$ cat config.mk
export PLATFORM = sky130hd
export DESIGN_NAME = fitness_eval_gen
export DESIGN_NICKNAME = d
export VERILOG_FILES = /design/src/rtl/fitness_eval_gen.sv
export SDC_FILE = /design/constraint.sdc
export NUM_CORES = 1
export LEC_CHECK = 0
export CORE_AREA = 5 5 162 164
export DETAILED_ROUTE_END_ITERATION = 10
export DIE_AREA = 0 0 167 169
export PLACE_DENSITY_LB_ADDON = 0.2
export SLEW_MARGIN = 5
export SYNTH_ARGS = -nofsm -noshare
export SYNTH_HDL_FRONTEND = slang
export SYNTH_SLANG_ARGS = --single-unit
$ cat constraint.sdc
create_clock -name clk_i -period 9.5 [get_ports clk_i]
set_input_delay 2.375 -clock clk_i [delete_from_list [all_inputs] [get_ports clk_i]]
set_output_delay 2.375 -clock clk_i [all_outputs]
set_load 0.05 [all_outputs]
$ cat src/rtl/fitness_eval_gen.sv
// Lattice fitness evaluator: per-individual energy from self and nearest-neighbour terms,
// with generation bookkeeping (accept count, in-order results, minimum-energy tracker).
module fitness_eval_gen #(
    parameter int NUM_PARTICLE_TYPE = 3,
    parameter int DATA_WIDTH        = 4,
    parameter int PARTICLE_LENGTH   = 2,
    parameter int LATTICE_LENGTH    = 11,
    parameter int SELF_FIT_LENGTH   = 10,
    parameter int POP_SIZE          = 50,
    parameter int IDX_WIDTH         = 6
) (
    input  logic                                                   clk_i,
    input  logic                                                   rst_i,
    input  logic                                                   set_data_i,
    input  logic [NUM_PARTICLE_TYPE*DATA_WIDTH-1:0]                self_energy_vec_i,
    input  logic [NUM_PARTICLE_TYPE*NUM_PARTICLE_TYPE*DATA_WIDTH-1:0] interact_matrix_i,
    input  logic                                                   periodic_i,
    input  logic                                                   in_valid_i,
    input  logic [LATTICE_LENGTH*PARTICLE_LENGTH-1:0]              individual_vec_i,
    input  logic [IDX_WIDTH-1:0]                                   ind_idx_i,
    output logic                                                   in_ready_o,
    output logic                                                   out_valid_ff_o,
    output logic [SELF_FIT_LENGTH-1:0]                             total_energy_ff_o,
    output logic [IDX_WIDTH-1:0]                                   ind_wb_idx_ff_o,
    output logic [SELF_FIT_LENGTH-1:0]                             best_energy_ff_o,
    output logic [IDX_WIDTH-1:0]                                   best_idx_ff_o,
    output logic                                                   done_ff_o,
    output logic                                                   code_err_ff_o
);

    localparam int NT    = NUM_PARTICLE_TYPE;
    localparam int DW    = DATA_WIDTH;
    localparam int PL    = PARTICLE_LENGTH;
    localparam int L     = LATTICE_LENGTH;
    localparam int FW    = SELF_FIT_LENGTH;
    localparam int MAX_E = 3 * L * ((1 << DW) - 1);
    localparam int SUM_W = $clog2(MAX_E + 1);
    localparam int TOT_W = ((SUM_W > FW) ? SUM_W : FW) + 1;
    localparam int CW    = $clog2(POP_SIZE + 1);

    localparam logic [CW-1:0]    POP    = CW'(POP_SIZE);
    localparam logic [CW-1:0]    LAST   = CW'(POP_SIZE - 1);
    localparam logic [TOT_W-1:0] FW_MAX = {{(TOT_W-FW){1'b0}}, {FW{1'b1}}};

    typedef enum logic [1:0] {IDLE, RUN, DRAIN, DONE} state_t;

    state_t state, state_next;
    logic   load, accept, bad_in;

    logic [NT*DW-1:0]    self_tbl;
    logic [NT*NT*DW-1:0] mat_tbl;
    logic                periodic;
    logic [CW-1:0]       acc_cnt, res_cnt;
    logic                best_first;

    logic                s0_v, s1_v, s2_v;
    logic [L*PL-1:0]     s0_ind;
    logic [IDX_WIDTH-1:0] s0_idx, s1_idx, s2_idx;
    logic [DW-1:0]       s1_self [L];
    logic [DW-1:0]       s1_pair [L];
    logic [SUM_W-1:0]    s2_self, s2_pair;

    logic [DW-1:0]       lk_self [L];
    logic [DW-1:0]       lk_pair [L];
    logic [SUM_W-1:0]    ps_self, ps_pair;
    logic [TOT_W-1:0]    tot;
    logic [FW-1:0]       energy;

    function automatic logic code_ok(input logic [PL-1:0] p);
        return int'(p) < NT;
    endfunction

    function automatic logic [DW-1:0] self_lookup(input logic [NT*DW-1:0] tbl,
                                                  input logic [PL-1:0] p);
        if (code_ok(p)) return tbl[(NT - 1 - int'(p)) * DW +: DW];
        return '0;
    endfunction

    // An illegal code on either end zeroes the whole pair term.
    function automatic logic [DW-1:0] pair_lookup(input logic [NT*NT*DW-1:0] tbl,
                                                  input logic [PL-1:0] a,
                                                  input logic [PL-1:0] b);
        if (code_ok(a) && code_ok(b))
            return tbl[(NT * NT - 1 - (int'(a) * NT + int'(b))) * DW +: DW];
        return '0;
    endfunction

    always_comb begin
        bad_in = 1'b0;
        for (int j = 0; j < L; j++) begin
            if (!code_ok(individual_vec_i[j*PL +: PL])) bad_in = 1'b1;
        end
    end

    always_comb begin
        state_next = state;
        in_ready_o = 1'b0;
        load       = 1'b0;
        accept     = 1'b0;
        case (state)
            IDLE: begin
                if (set_data_i) begin
                    load       = 1'b1;
                    state_next = RUN;
                end
            end
            RUN: begin
                // A reload at the start of a generation takes priority over data.
                if (set_data_i && acc_cnt == '0) begin
                    load = 1'b1;
                end else begin
                    in_ready_o = 1'b1;
                    if (in_valid_i) begin
                        accept = 1'b1;
                        if (acc_cnt == LAST) state_next = DRAIN;
                    end
                end
            end
            DRAIN: begin
                if (res_cnt == POP) state_next = DONE;
            end
            DONE: begin
                state_next = RUN;
            end
            default: state_next = IDLE;
        endcase
    end

    always_comb begin
        for (int j = 0; j < L; j++) begin
            lk_self[j] = self_lookup(self_tbl, s0_ind[j*PL +: PL]);
        end
        lk_pair[0] = periodic ? pair_lookup(mat_tbl, s0_ind[(L-1)*PL +: PL], s0_ind[0 +: PL]) : '0;
        for (int j = 1; j < L; j++) begin
            lk_pair[j] = pair_lookup(mat_tbl, s0_ind[(j-1)*PL +: PL], s0_ind[j*PL +: PL]);
        end
    end

    always_comb begin
        ps_self = '0;
        ps_pair = '0;
        for (int j = 0; j < L; j++) begin
            ps_self = ps_self + SUM_W'(s1_self[j]);
            ps_pair = ps_pair + SUM_W'(s1_pair[j]);
        end
    end

    always_comb begin
        tot    = TOT_W'(s2_self) + (TOT_W'(s2_pair) << 1);
        energy = (tot > FW_MAX) ? '1 : tot[FW-1:0];
    end

    always_ff @(posedge clk_i) begin
        s0_ind <= individual_vec_i;
        s0_idx <= ind_idx_i;
        s1_idx <= s0_idx;
        s2_idx <= s1_idx;
        for (int j = 0; j < L; j++) begin
            s1_self[j] <= lk_self[j];
            s1_pair[j] <= lk_pair[j];
        end
        s2_self <= ps_self;
        s2_pair <= ps_pair;
    end

    always_ff @(posedge clk_i) begin
        if (rst_i) begin
            state             <= IDLE;
            acc_cnt           <= '0;
            res_cnt           <= '0;
            self_tbl          <= '0;
            mat_tbl           <= '0;
            periodic          <= 1'b0;
            code_err_ff_o     <= 1'b0;
            s0_v              <= 1'b0;
            s1_v              <= 1'b0;
            s2_v              <= 1'b0;
            out_valid_ff_o    <= 1'b0;
            total_energy_ff_o <= '0;
            ind_wb_idx_ff_o   <= '0;
            best_energy_ff_o  <= '1;
            best_idx_ff_o     <= '0;
            best_first        <= 1'b1;
            done_ff_o         <= 1'b0;
        end else begin
            state          <= state_next;
            done_ff_o      <= (state_next == DONE);
            s0_v           <= accept;
            s1_v           <= s0_v;
            s2_v           <= s1_v;
            out_valid_ff_o <= s2_v;

            if (load) begin
                self_tbl      <= self_energy_vec_i;
                mat_tbl       <= interact_matrix_i;
                periodic      <= periodic_i;
                code_err_ff_o <= 1'b0;
            end else if (accept && bad_in) begin
                code_err_ff_o <= 1'b1;
            end

            if (accept) acc_cnt <= acc_cnt + CW'(1);

            // Best outputs stay visible across DONE until the next generation's first result.
            if (s2_v) begin
                total_energy_ff_o <= energy;
                ind_wb_idx_ff_o   <= s2_idx;
                res_cnt           <= res_cnt + CW'(1);
                best_first        <= 1'b0;
                if (best_first || energy < best_energy_ff_o) begin
                    best_energy_ff_o <= energy;
                    best_idx_ff_o    <= s2_idx;
                end
            end

            if (state == DONE) begin
                acc_cnt    <= '0;
                res_cnt    <= '0;
                best_first <= 1'b1;
            end
        end
    end

endmodule
Word-level counts from Yosys, hierarchy flattened
Memory sizes are Yosys's and may differ from the RTL's. Cells that the tools add are included.

Add/subtract/negate cells: 56. $mul: 11. Reduce and logical (&&, ||, !) cells: 19. Eq/ne operators: 6. Shift operators: 22. $lt $le $gt $ge: 24. Multiplexer cells: 93.

Operators by type and width (number): $shiftx A36 B8 Y4 (11); $mux W4 (45); $shiftx A12 B5 Y4 (11); $add A9 B4 Y9 (10); $sub A4 B5 Y6 const A (11); $add A4 B2 Y5 (11); $lt A2 B2 Y1 const B (22); $mul A2 B2 Y4 const B (11); $mux W1 (40); $sub A2 B2 Y3 const A (11); $add A8 B4 Y9 (2); $add A7 B4 Y8 (2); $add A6 B4 Y7 (2); $logic_and A1 B1 Y1 (13); $add A5 B4 Y6 (2); $add A6 B1 Y6 const B (2); $eq A6 B6 Y1 const B (2); $add A9 B10 Y11 (1); $gt A11 B10 Y1 const B (1); $add A4 B4 Y5 (2); $lt A10 B10 Y1 (1); $mux W10 (1); $mux W2 (5); $pmux W2 S4 (1); 8 further kinds (11).

Input port bits: 81. Output and inout bits: 36. Memories kept: 2. Bits in writable memories: 88. Register bits after elaboration: 160. Logic and storage cells: 256.

Memories: s1_pair (words 11, bits a word 4, read ports 11, clocked after Yosys merged registers in 0, write ports 11, RTL line 60) `logic [DW-1:0] s1_pair [L];`; s1_self (words 11, bits a word 4, read ports 11, clocked after Yosys merged registers in 0, write ports 11, RTL line 59) `logic [DW-1:0] s1_self [L];`.

Depth between registers and ports, before layout
Gate-level depths: netlist of run 1.

Depth after elaboration: 13. Depth in mapped cells: 17. Mapped depth without buffers: 17.

Worst setup path after synthesis of run 1
No wires, ideal clock.

Path kind: input-to-output. From: input set_data_i. To: output in_ready_o. Stages on the path: 3. Buffers on the path: 0. Slack: 4.008 ns. Required time: 7.125 ns. Data arrival time: 3.117 ns. Path through: and4bb_1 > nand2_1 > and3b_1.

Cells in the longest elaborated chain, start to end: 3.

Ends and longest elaborated chain: from (decl) (RTL line 14) `input logic set_data_i,`; $logic_and A1 B1 Y1 (RTL line 109) `if (set_data_i && acc_cnt == '0) begin`; $mux W1 (RTL line 109); $mux W1 (RTL line 100) `case (state)`; to (decl) (RTL line 21) `output logic in_ready_o,`.

No other way between the ends.

Worst setup path after layout of run 1
Same ends and word-level chain as after synthesis.

==> flow_summary.html, run 1 <==
<table>
<tr><th>Metric</th><th>Value</th></tr>
<tr><th colspan="2">Outcome</th></tr>
<tr><td>Outcome</td><td>finished clean</td></tr>
<tr><th colspan="2">Die</th></tr>
<tr><td>Initial core utilization</td><td>63.7%</td></tr>
<tr><td>DIE HEIGHT</td><td>169 µm</td></tr>
<tr><td>Die Footprint</td><td>28200 µm²</td></tr>
<tr><td>I/O pins</td><td>117</td></tr>
<tr><td>Placement row count</td><td>58</td></tr>
<tr><td>Die boundary width</td><td>167 µm</td></tr>
<tr><td>Area inside the core boundary</td><td>24700 µm²</td></tr>
<tr><th colspan="2">Logic synthesis</th></tr>
<tr><td>Netlist area before placement</td><td>15800 µm²</td></tr>
<tr><td>Most numerous cell in the Yosys netlist</td><td>sky130_fd_sc_hd__dfxtp_1</td></tr>
<tr><td>Cell count after synthesis</td><td>1483</td></tr>
<tr><td>Number of distinct library cells after synthesis</td><td>51</td></tr>
<tr><td>Cell types with the highest counts after synthesis</td><td>sky130_fd_sc_hd__dfxtp_1 (246), sky130_fd_sc_hd__nor2_1 (220), sky130_fd_sc_hd__inv_1 (170)</td></tr>
<tr><td>Share of Yosys cell area claimed by the top area cell type</td><td>31.3%</td></tr>
<tr><td>Synth Register Bits</td><td>246</td></tr>
<tr><td>Number of flops mapped to enable cells by yosys</td><td>0</td></tr>
<tr><td>Post-synthesis average cell area</td><td>10.6 µm²</td></tr>
<tr><td>Nets in the synthesized netlist</td><td>1779</td></tr>
<tr><td>Proportion of register bits with asynchronous set or reset after synthesis</td><td>0%</td></tr>
<tr><td>Post-synth top area cell</td><td>sky130_fd_sc_hd__dfxtp_1</td></tr>
<tr><td>Sequential-to-total area share from yosys stat</td><td>31.3%</td></tr>
<tr><td>Yosys Warn Count</td><td>0</td></tr>
<tr><td>Top FF cell, synth</td><td>sky130_fd_sc_hd__dfxtp_1</td></tr>
<tr><td>Top cells by area, synth</td><td>sky130_fd_sc_hd__dfxtp_1 (31%), sky130_fd_sc_hd__mux4_2 (13%), sky130_fd_sc_hd__fa_1 (12%), sky130_fd_sc_hd__ha_1 (9.8%), sky130_fd_sc_hd__mux2i_1 (5.8%)</td></tr>
<tr><th colspan="2">Clocking</th></tr>
<tr><td>Sink count of the clock tree</td><td>246</td></tr>
<tr><td>Number of buffers created by CTS</td><td>26</td></tr>
<tr><td>Total of hold buffers inserted after clock tree synthesis</td><td>0</td></tr>
<tr><td>Clock insertion delay at the later pin of the skew report</td><td>0.56 ns</td></tr>
<tr><td>Htree depth</td><td>1</td></tr>
<tr><td>CTS resizes</td><td>0</td></tr>
<tr><td>Clock Pin Slew Worst Setup and Hold Paths</td><td>0.06 ns</td></tr>
<tr><td>Post-CTS Setup Repair Bufs</td><td>0</td></tr>
<tr><td>TritonCTS clock tree</td><td>built</td></tr>
<tr><td>Clock Tree Buf Depth</td><td>3</td></tr>
<tr><td>Root buffer cell</td><td>sky130_fd_sc_hd__clkbuf_16</td></tr>
<tr><th colspan="2">Global route</th></tr>
<tr><td>Global route total overflow</td><td>0</td></tr>
<tr><td>Number of antenna violations at the first check in global routing</td><td>0</td></tr>
<tr><td>Wire length of the first global-routing pass</td><td>61200 µm</td></tr>
<tr><td>GR Util All Layers</td><td>26.6%</td></tr>
<tr><td>Pin count of the biggest net entering global routing</td><td>66</td></tr>
<tr><td>Number of global-route vias before repair</td><td>11770</td></tr>
<tr><th colspan="2">Critical path</th></tr>
<tr><td>Endpoint kind of the worst setup timing path</td><td>primary output</td></tr>
<tr><td>Sort of element at the start of the critical path</td><td>input port</td></tr>
<tr><td>Critical path data arrival time</td><td>4.12 ns</td></tr>
<tr><td>Critical path type</td><td>input port to primary output</td></tr>
<tr><td>Launch instance of the worst register-to-register path</td><td>s1_self[10][2]$_SDFF_PP0_</td></tr>
<tr><td>Worst Path Required</td><td>7.13 ns</td></tr>
<tr><td>Startpoint of the most critical setup path</td><td>set_data_i</td></tr>
<tr><td>Largest driver fanout on the critical path</td><td>3</td></tr>
<tr><td>Register-to-Register Setup Slack</td><td>5.09 ns</td></tr>
<tr><th colspan="2">STA</th></tr>
<tr><td>Setup violation total in the final timing report</td><td>0</td></tr>
<tr><td>Measured slew at the worst slew-check pin</td><td>1.01 ns</td></tr>
<tr><td>Highest attainable clock frequency</td><td>0.154 GHz</td></tr>
<tr><td>Worst hold slack</td><td>0.328 ns</td></tr>
<tr><td>Number of endpoints with negative hold slack in the final report</td><td>0</td></tr>
<tr><td>Relative slew margins</td><td>32.9%</td></tr>
<tr><td>Final sum of negative setup slack</td><td>0 ns</td></tr>
<tr><td>Max-slew violation total from the final report</td><td>0</td></tr>
<tr><td>Post-layout min period</td><td>6.50 ns</td></tr>
<tr><td>Post-Route Skew</td><td>0.0424 ns</td></tr>
<tr><td>Period utilisation layout</td><td>68.4%</td></tr>
<tr><td>Setup repair after global routing missed its margin</td><td>no</td></tr>
<tr><th colspan="2">Layout</th></tr>
<tr><td>Layout-stage area growth over the synthesis result</td><td>13.0%</td></tr>
<tr><td>Antenna fix cells</td><td>0</td></tr>
<tr><td>Layout cell share with drive strength beyond 1</td><td>13.1%</td></tr>
<tr><td>Summed area of non-filler cells in the final layout</td><td>17800 µm²</td></tr>
<tr><td>Final-stage net count</td><td>1821</td></tr>
<tr><td>Layout Utilization</td><td>71.9%</td></tr>
<tr><th colspan="2">Routing</th></tr>
<tr><td>First DRT Iteration DRCs</td><td>994</td></tr>
<tr><td>Total length of routed wires</td><td>37300 µm</td></tr>
<tr><td>Detailed-route DRC error count</td><td>0</td></tr>
<tr><td>Post-route ant nets</td><td>0</td></tr>
<tr><td>Detailed-routed wire length on met2</td><td>18200 µm</td></tr>
<tr><td>Total vias in the final route</td><td>11442</td></tr>
<tr><td>Routed metal-1 wirelength</td><td>14600 µm</td></tr>
<tr><td>Detailed-routed wire length on met3</td><td>3230 µm</td></tr>
<tr><td>Avg WL per Cell</td><td>19.9 µm</td></tr>
<tr><td>Highest layer used for signal routing</td><td>met4</td></tr>
<tr><td>First-pass DRT Iterations</td><td>5</td></tr>
<tr><td>Vias per cell</td><td>6.11</td></tr>
<tr><th colspan="2">Min path</th></tr>
<tr><td>Worst hold start</td><td>s1_idx[1]$_DFF_P_</td></tr>
<tr><td>Hold/Removal Path Class</td><td>register to register</td></tr>
<tr><th colspan="2">Place</th></tr>
<tr><td>Count of buffers inserted at the top-level ports</td><td>116</td></tr>
<tr><td>Half-perimeter wire length of the detailed placement result</td><td>27800 µm</td></tr>
<tr><td>Global placement routability congestion</td><td>0.939</td></tr>
<tr><td>DP Area</td><td>16900 µm²</td></tr>
<tr><th colspan="2">Power and ir drop</th></tr>
<tr><td>Leakage power</td><td>7.74 nW</td></tr>
<tr><td>Clock power frac</td><td>33.0%</td></tr>
<tr><td>Internal power</td><td>2.16 mW</td></tr>
<tr><td>Sequential Power Share</td><td>38.1%</td></tr>
<tr><td>Ratio of total power to cell area</td><td>178 nW/µm²</td></tr>
<tr><td>Combinational power share</td><td>28.9%</td></tr>
<tr><td>Overall power consumption</td><td>3.16 mW</td></tr>
<tr><td>Maximum resistive drop on vdd</td><td>0.000165 V</td></tr>
<tr><td>Net switching share of the total power</td><td>31.8%</td></tr>
<tr><td>Total net switching power</td><td>1.01 mW</td></tr>
<tr><th colspan="2">Run</th></tr>
<tr><td>Maximum Capacitance Violations</td><td>0</td></tr>
</table>
metal layers:
| metal | up-vias | track usage [%] |
|---|---|---|
| met5 | - | 0 |
| met4 | 0 | 9.78 |
| met1 | 5544 | 34.0 |
| met3 | 100 | 4.79 |
| li1 | 5244 | - |
| met2 | 554 | 45.7 |
final timing paths:
check	to	cells after the start
max	in_ready_o	5
max reg2reg	s2_self[6]$_DFF_P_	14
min	s2_idx[1]$_DFF_P_	0
min reg2reg	s2_idx[1]$_DFF_P_	0
power by group through the flow:
stage | Combinational [mW] | Sequential (mW) | Clock [mW]
after global placement | 0.879 | 1.22 | 0
after floorplan | 0.709 | 1.17 | 0
after CTS | 0.917 | 1.20 | 1.06
after global routing | 1.03 | 1.21 | 1.11
final | 0.915 | 1.20 | 1.04
after detailed placement | 0.909 | 1.22 | 0
sequential cells by signal, summed over array words and instances (netlist names), 2 cells and up:
register           count
self_tbl              12
res_cnt                6
best_energy_ff_o      10
s2_pair                8
best_idx_ff_o          6
ind_wb_idx_ff_o        6
acc_cnt                6
state                  2
s2_idx                 6
s1_self               44
s2_self                8
s1_idx                 6
s0_idx                 6
s1_pair               44
s0_ind                22
total_energy_ff_o     10
mat_tbl               36
cell usage in the layout, fill, tap and decap left out, types with 37 or more instances in the layout:
master,Yosys,routed
sky130_fd_sc_hd__inv_1,170,170
sky130_fd_sc_hd__mux2_2,63,63
sky130_fd_sc_hd__fa_1,91,91
sky130_fd_sc_hd__dfxtp_1,246,246
sky130_fd_sc_hd__mux2i_1,91,91
sky130_fd_sc_hd__a31oi_1,37,37
sky130_fd_sc_hd__clkdlybuf4s50_1,0,115
sky130_fd_sc_hd__nor2_1,220,220
sky130_fd_sc_hd__ha_1,124,124
sky130_fd_sc_hd__mux4_2,88,88
sky130_fd_sc_hd__a22oi_1,64,64
cell families after synthesis:
group,count (synthesis),synth area share (%)
adder cells (fa/ha/maj),215,21.4
flip-flops,246,31.3
multiplexers,242,22.9
XOR/XNOR,19,1.06
AND/OR/NAND/NOR,324,9.47
AO/OA/AOI/OAI,162,7.01
buffers and inverters,275,6.93
layout make-up:
type	instances	area [µm²]
tap	330	413
fill	1789	6950
timing repair buffer	119	1180
inverter	170	638
sequential	246	4920
clock buffer	37	762
multi-input combinational	962	9750
clock inverter	9	135
stage by stage:
stage / std cells / setup slack [ns]
after CTS: 1873 / 3.00
after global routing: 1873 / 2.94
final: 1873 / 3.00
after floorplan: 1483 / 4.01
after detailed placement: 1827 / 3.00
after global placement: 1827 / 3.03
worst max-delay path, cell delays in order:
cell,delay [ns]
sky130_fd_sc_hd__clkdlybuf4s50_1,0.44
sky130_fd_sc_hd__and4bb_1,0.23
sky130_fd_sc_hd__nand2_1,0.11
sky130_fd_sc_hd__and3b_1,0.17
sky130_fd_sc_hd__clkdlybuf4s50_1,0.81
Note: power is estimated with default switching activity, not from simulation.
==> run 2, diff against run 1 <==
--- a/config.mk
+++ b/config.mk
@@ -5,9 +5,9 @@
 export SDC_FILE = /design/constraint.sdc
 export NUM_CORES = 1
 export LEC_CHECK = 0
-export CORE_AREA = 5 5 162 164
+export CORE_AREA = 5 5 169 171
 export DETAILED_ROUTE_END_ITERATION = 10
-export DIE_AREA = 0 0 167 169
+export DIE_AREA = 0 0 174 176
 export PLACE_DENSITY_LB_ADDON = 0.2
 export SLEW_MARGIN = 5
 export SYNTH_ARGS = -nofsm -noshare
==> constraint.sdc (replaced) <==
create_clock -name clk_i -period 6.3 [get_ports clk_i]
set_input_delay 1.575 -clock clk_i [delete_from_list [all_inputs] [get_ports clk_i]]
set_output_delay 1.575 -clock clk_i [all_outputs]
set_load 0.05 [all_outputs]
==> run 2 against run 1 <==
Power rose by 50%; critical path type unchanged; critical endpoint unchanged; combinational power rose by 49%; hold slack got worse by 0.0097 ns; register-to-register slack got worse by 3.2 ns.
==> flow_summary.html, run 2 (same netlist as run 1, synthesis figures left out) <==
<table>
<tr><th>Metric</th><th>Value</th></tr>
<tr><th colspan="2">Outcome</th></tr>
<tr><td>Outcome</td><td>finished clean</td></tr>
<tr><th colspan="2">Die</th></tr>
<tr><td>Area inside the core boundary</td><td>26700 µm² (+8.0%)</td></tr>
<tr><td>Die Footprint</td><td>30600 µm² (+8.5%)</td></tr>
<tr><td>Placement row count</td><td>60 (+3.4%)</td></tr>
<tr><td>I/O pins</td><td>117 (unchanged)</td></tr>
<tr><td>Die boundary width</td><td>174 µm (+4.2%)</td></tr>
<tr><td>Initial core utilization</td><td>59.0% (-4.7 points)</td></tr>
<tr><td>DIE HEIGHT</td><td>176 µm (+4.1%)</td></tr>
<tr><th colspan="2">Critical path</th></tr>
<tr><td>Sort of element at the start of the critical path</td><td>input port</td></tr>
<tr><td>Critical path data arrival time</td><td>3.35 ns (-0.77 ns)</td></tr>
<tr><td>Reg-to-Reg End</td><td>s2_self[6]$_DFF_P_</td></tr>
<tr><td>Register-to-Register Setup Slack</td><td>1.91 ns (-3.18 ns)</td></tr>
<tr><td>Critical-path top delay cell</td><td>sky130_fd_sc_hd__clkdlybuf4s50_1</td></tr>
<tr><td>Launch instance of the worst register-to-register path</td><td>s1_self[10][2]$_SDFF_PP0_</td></tr>
<tr><td>Maximum single-stage delay on the critical path</td><td>0.80 ns (about the same)</td></tr>
<tr><td>Worst Reg2Reg Path Length in Cells</td><td>14 (unchanged)</td></tr>
<tr><td>Critical Path Most Common Cell</td><td>sky130_fd_sc_hd__clkdlybuf4s50_1</td></tr>
<tr><td>Worst Path Required</td><td>4.72 ns (-2.41 ns)</td></tr>
<tr><td>Series of cell instances along the critical path</td><td>clkdlybuf4s50_1 &gt; and4bb_1 &gt; nand2_1 &gt; and3b_1 &gt; clkdlybuf4s50_1</td></tr>
<tr><td>Critical path type</td><td>input port to primary output</td></tr>
<tr><td>Buffers &amp; Inverters on Critical Path</td><td>2 (unchanged)</td></tr>
<tr><td>Largest driver fanout on the critical path</td><td>3 (unchanged)</td></tr>
<tr><td>Endpoint kind of the worst setup timing path</td><td>primary output</td></tr>
<tr><td>Critical path's top delay family</td><td>buffers and inverters</td></tr>
<tr><th colspan="2">Clocking</th></tr>
<tr><td>Htree depth</td><td>1 (unchanged)</td></tr>
<tr><td>Root buffer cell</td><td>sky130_fd_sc_hd__clkbuf_16</td></tr>
<tr><td>CTS resizes</td><td>0 (unchanged)</td></tr>
<tr><td>Post-CTS Setup Repair Bufs</td><td>0 (unchanged)</td></tr>
<tr><td>Clock Tree Buf Depth</td><td>3 (unchanged)</td></tr>
<tr><td>Total of hold buffers inserted after clock tree synthesis</td><td>0 (unchanged)</td></tr>
<tr><td>Number of buffers created by CTS</td><td>26 (unchanged)</td></tr>
<tr><td>Clock Pin Slew Worst Setup and Hold Paths</td><td>0.06 ns (about the same)</td></tr>
<tr><td>Clock insertion delay at the later pin of the skew report</td><td>0.55 ns (about the same)</td></tr>
<tr><td>TritonCTS clock tree</td><td>built</td></tr>
<tr><td>Sink count of the clock tree</td><td>246 (unchanged)</td></tr>
<tr><th colspan="2">Routing</th></tr>
<tr><td>Vias per cell</td><td>6.03 (-1.2%)</td></tr>
<tr><td>Total length of routed wires</td><td>37800 µm (+1.2%)</td></tr>
<tr><td>Detailed-route DRC error count</td><td>0 (unchanged)</td></tr>
<tr><td>Total vias in the final route</td><td>11373 (-0.60%)</td></tr>
<tr><td>First DRT Iteration DRCs</td><td>962 (-3.2%)</td></tr>
<tr><td>First-pass DRT Iterations</td><td>5 (unchanged)</td></tr>
<tr><td>Avg WL per Cell</td><td>20.0 µm (+0.60%)</td></tr>
<tr><td>Post-route ant nets</td><td>0 (unchanged)</td></tr>
<tr><th colspan="2">STA</th></tr>
<tr><td>Period utilisation layout</td><td>78.1%</td></tr>
<tr><td>Measured slew at the worst slew-check pin</td><td>1.08 ns (+0.0692 ns)</td></tr>
<tr><td>Worst hold slack</td><td>0.318 ns (-0.00975 ns)</td></tr>
<tr><td>Final sum of negative setup slack</td><td>0 ns (unchanged)</td></tr>
<tr><td>Max-slew violation total from the final report</td><td>0 (unchanged)</td></tr>
<tr><td>Setup repair after global routing missed its margin</td><td>no</td></tr>
<tr><td>Number of endpoints with negative hold slack in the final report</td><td>0 (unchanged)</td></tr>
<tr><td>Relative slew margins</td><td>28.2% (-4.6 points)</td></tr>
<tr><td>Post-layout min period</td><td>4.92 ns</td></tr>
<tr><td>Setup violation total in the final timing report</td><td>0 (unchanged)</td></tr>
<tr><td>Post-Route Skew</td><td>0.0171 ns (-0.0253 ns)</td></tr>
<tr><td>Highest attainable clock frequency</td><td>0.203 GHz</td></tr>
<tr><th colspan="2">Power and ir drop</th></tr>
<tr><td>Ratio of total power to cell area</td><td>266 nW/µm² (+50%)</td></tr>
<tr><td>Net switching share of the total power</td><td>31.8% (about the same)</td></tr>
<tr><td>Sequential Power Share</td><td>38.4% (+0.3 points)</td></tr>
<tr><td>Maximum resistive drop on vdd</td><td>0.000211 V (+28%)</td></tr>
<tr><td>Internal power</td><td>3.22 mW (+50%)</td></tr>
<tr><td>Total net switching power</td><td>1.51 mW (+50%)</td></tr>
<tr><td>Clock power frac</td><td>32.8% (-0.2 points)</td></tr>
<tr><td>Leakage power</td><td>7.73 nW (-0.17%)</td></tr>
<tr><td>Combinational power share</td><td>28.8% (about the same)</td></tr>
<tr><th colspan="2">Layout</th></tr>
<tr><td>Layout-stage area growth over the synthesis result</td><td>12.9% (about the same)</td></tr>
<tr><td>Largest registers</td><td>s1_pair x44, s1_self x44, mat_tbl x36</td></tr>
<tr><td>Final-stage net count</td><td>1820 (-0.055%)</td></tr>
<tr><td>Leading cell type in the layout, fill and taps excluded</td><td>sky130_fd_sc_hd__dfxtp_1</td></tr>
<tr><td>Layout cell share with drive strength beyond 1</td><td>13.0% (-0.073 points)</td></tr>
<tr><td>Most used cells in the layout excluding fill and tap cells</td><td>sky130_fd_sc_hd__dfxtp_1 (246), sky130_fd_sc_hd__nor2_1 (220), sky130_fd_sc_hd__inv_1 (170)</td></tr>
<tr><td>Antenna fix cells</td><td>0 (unchanged)</td></tr>
<tr><th colspan="2">Global route</th></tr>
<tr><td>Wire length of the first global-routing pass</td><td>61800 µm (+1.1%)</td></tr>
<tr><td>Global route total overflow</td><td>0 (unchanged)</td></tr>
<tr><td>Number of antenna violations at the first check in global routing</td><td>0 (unchanged)</td></tr>
<tr><td>GR Util All Layers</td><td>24.8% (-1.8 points)</td></tr>
<tr><td>Number of global-route vias before repair</td><td>11672 (-0.83%)</td></tr>
<tr><td>Pin count of the biggest net entering global routing</td><td>106 (+61%)</td></tr>
<tr><th colspan="2">Run</th></tr>
<tr><td>Maximum Capacitance Violations</td><td>0 (unchanged)</td></tr>
<tr><th colspan="2">Min path</th></tr>
<tr><td>Hold-critical path endpoint</td><td>s1_idx[2]$_DFF_P_</td></tr>
<tr><td>Instance count along the most critical hold path</td><td>0 (unchanged)</td></tr>
<tr><td>Worst hold start</td><td>s0_idx[2]$_DFF_P_</td></tr>
<tr><td>Hold/Removal Path Class</td><td>register to register</td></tr>
<tr><th colspan="2">Place</th></tr>
<tr><td>Count of buffers inserted at the top-level ports</td><td>116 (unchanged)</td></tr>
<tr><td>Half-perimeter wire length of the detailed placement result</td><td>28100 µm (+1.1%)</td></tr>
<tr><td>Global placement routability congestion</td><td>0.954 (+1.6%)</td></tr>
</table>
## run 2: cell types whose count changed in the layout (fill, tap and decap cells not counted), sizes merged
cell	change
clkinv	+2
buf	-1
## run 2: routing by layer
| layer | up-vias | track usage, % | routed length (µm) |
|---|---|---|---|
| li1 | 5246 | - | - |
| met4 | 0 | 8.61 | 1370 |
| met5 | - | 0 | 0 |
| met2 | 518 | 43.0 | 18100 |
| met1 | 5489 | 31.5 | 15400 |
| met3 | 120 | 4.67 | 2890 |
## run 2: cell type report
class	instances	area (µm²)
clock inverter	11	135
fill	2109	8940
timing repair buffer	118	1170
clock buffer	37	742
tap	341	427
inverter	170	638
sequential	246	4920
multi-input combinational	962	9750
## run 2: worst max path at each step
stage	start	to	slack (ns)	cells after the start
after detailed placement	set_data_i	in_ready_o	1.40	5
after global routing	set_data_i	in_ready_o	1.32	5
after floorplan	s1_self[10][2]$_SDFF_PP0_	s2_self[6]$_DFF_P_	2.10	14
after CTS	set_data_i	in_ready_o	1.39	5
after global placement	set_data_i	in_ready_o	1.44	5
final	set_data_i	in_ready_o	1.38	5
## run 2: stage by stage
step	instances	area, µm²	power (mW)	setup WS [ns]	utilization (%)
3_5_place_dp	1837	16900	3.21	1.40	63.3
3_3_place_gp	1837	16900	3.16	1.44	63.3
4_1_cts	1885	17800	4.76	1.39	66.6
6_report	1885	17800	4.73	1.38	66.6
5_1_grt	1885	17800	5.01	1.32	66.6
2_1_floorplan	1483	15800	2.83	2.10	-
## run 2: power by group through the flow
stage	clock network [mW]	registers, mW	logic [mW]
global route	1.65	1.83	1.53
global placement	0	1.84	1.32
detailed placement	0	1.84	1.36
finish	1.55	1.82	1.36
CTS	1.58	1.81	1.37
floorplan	0	1.76	1.07
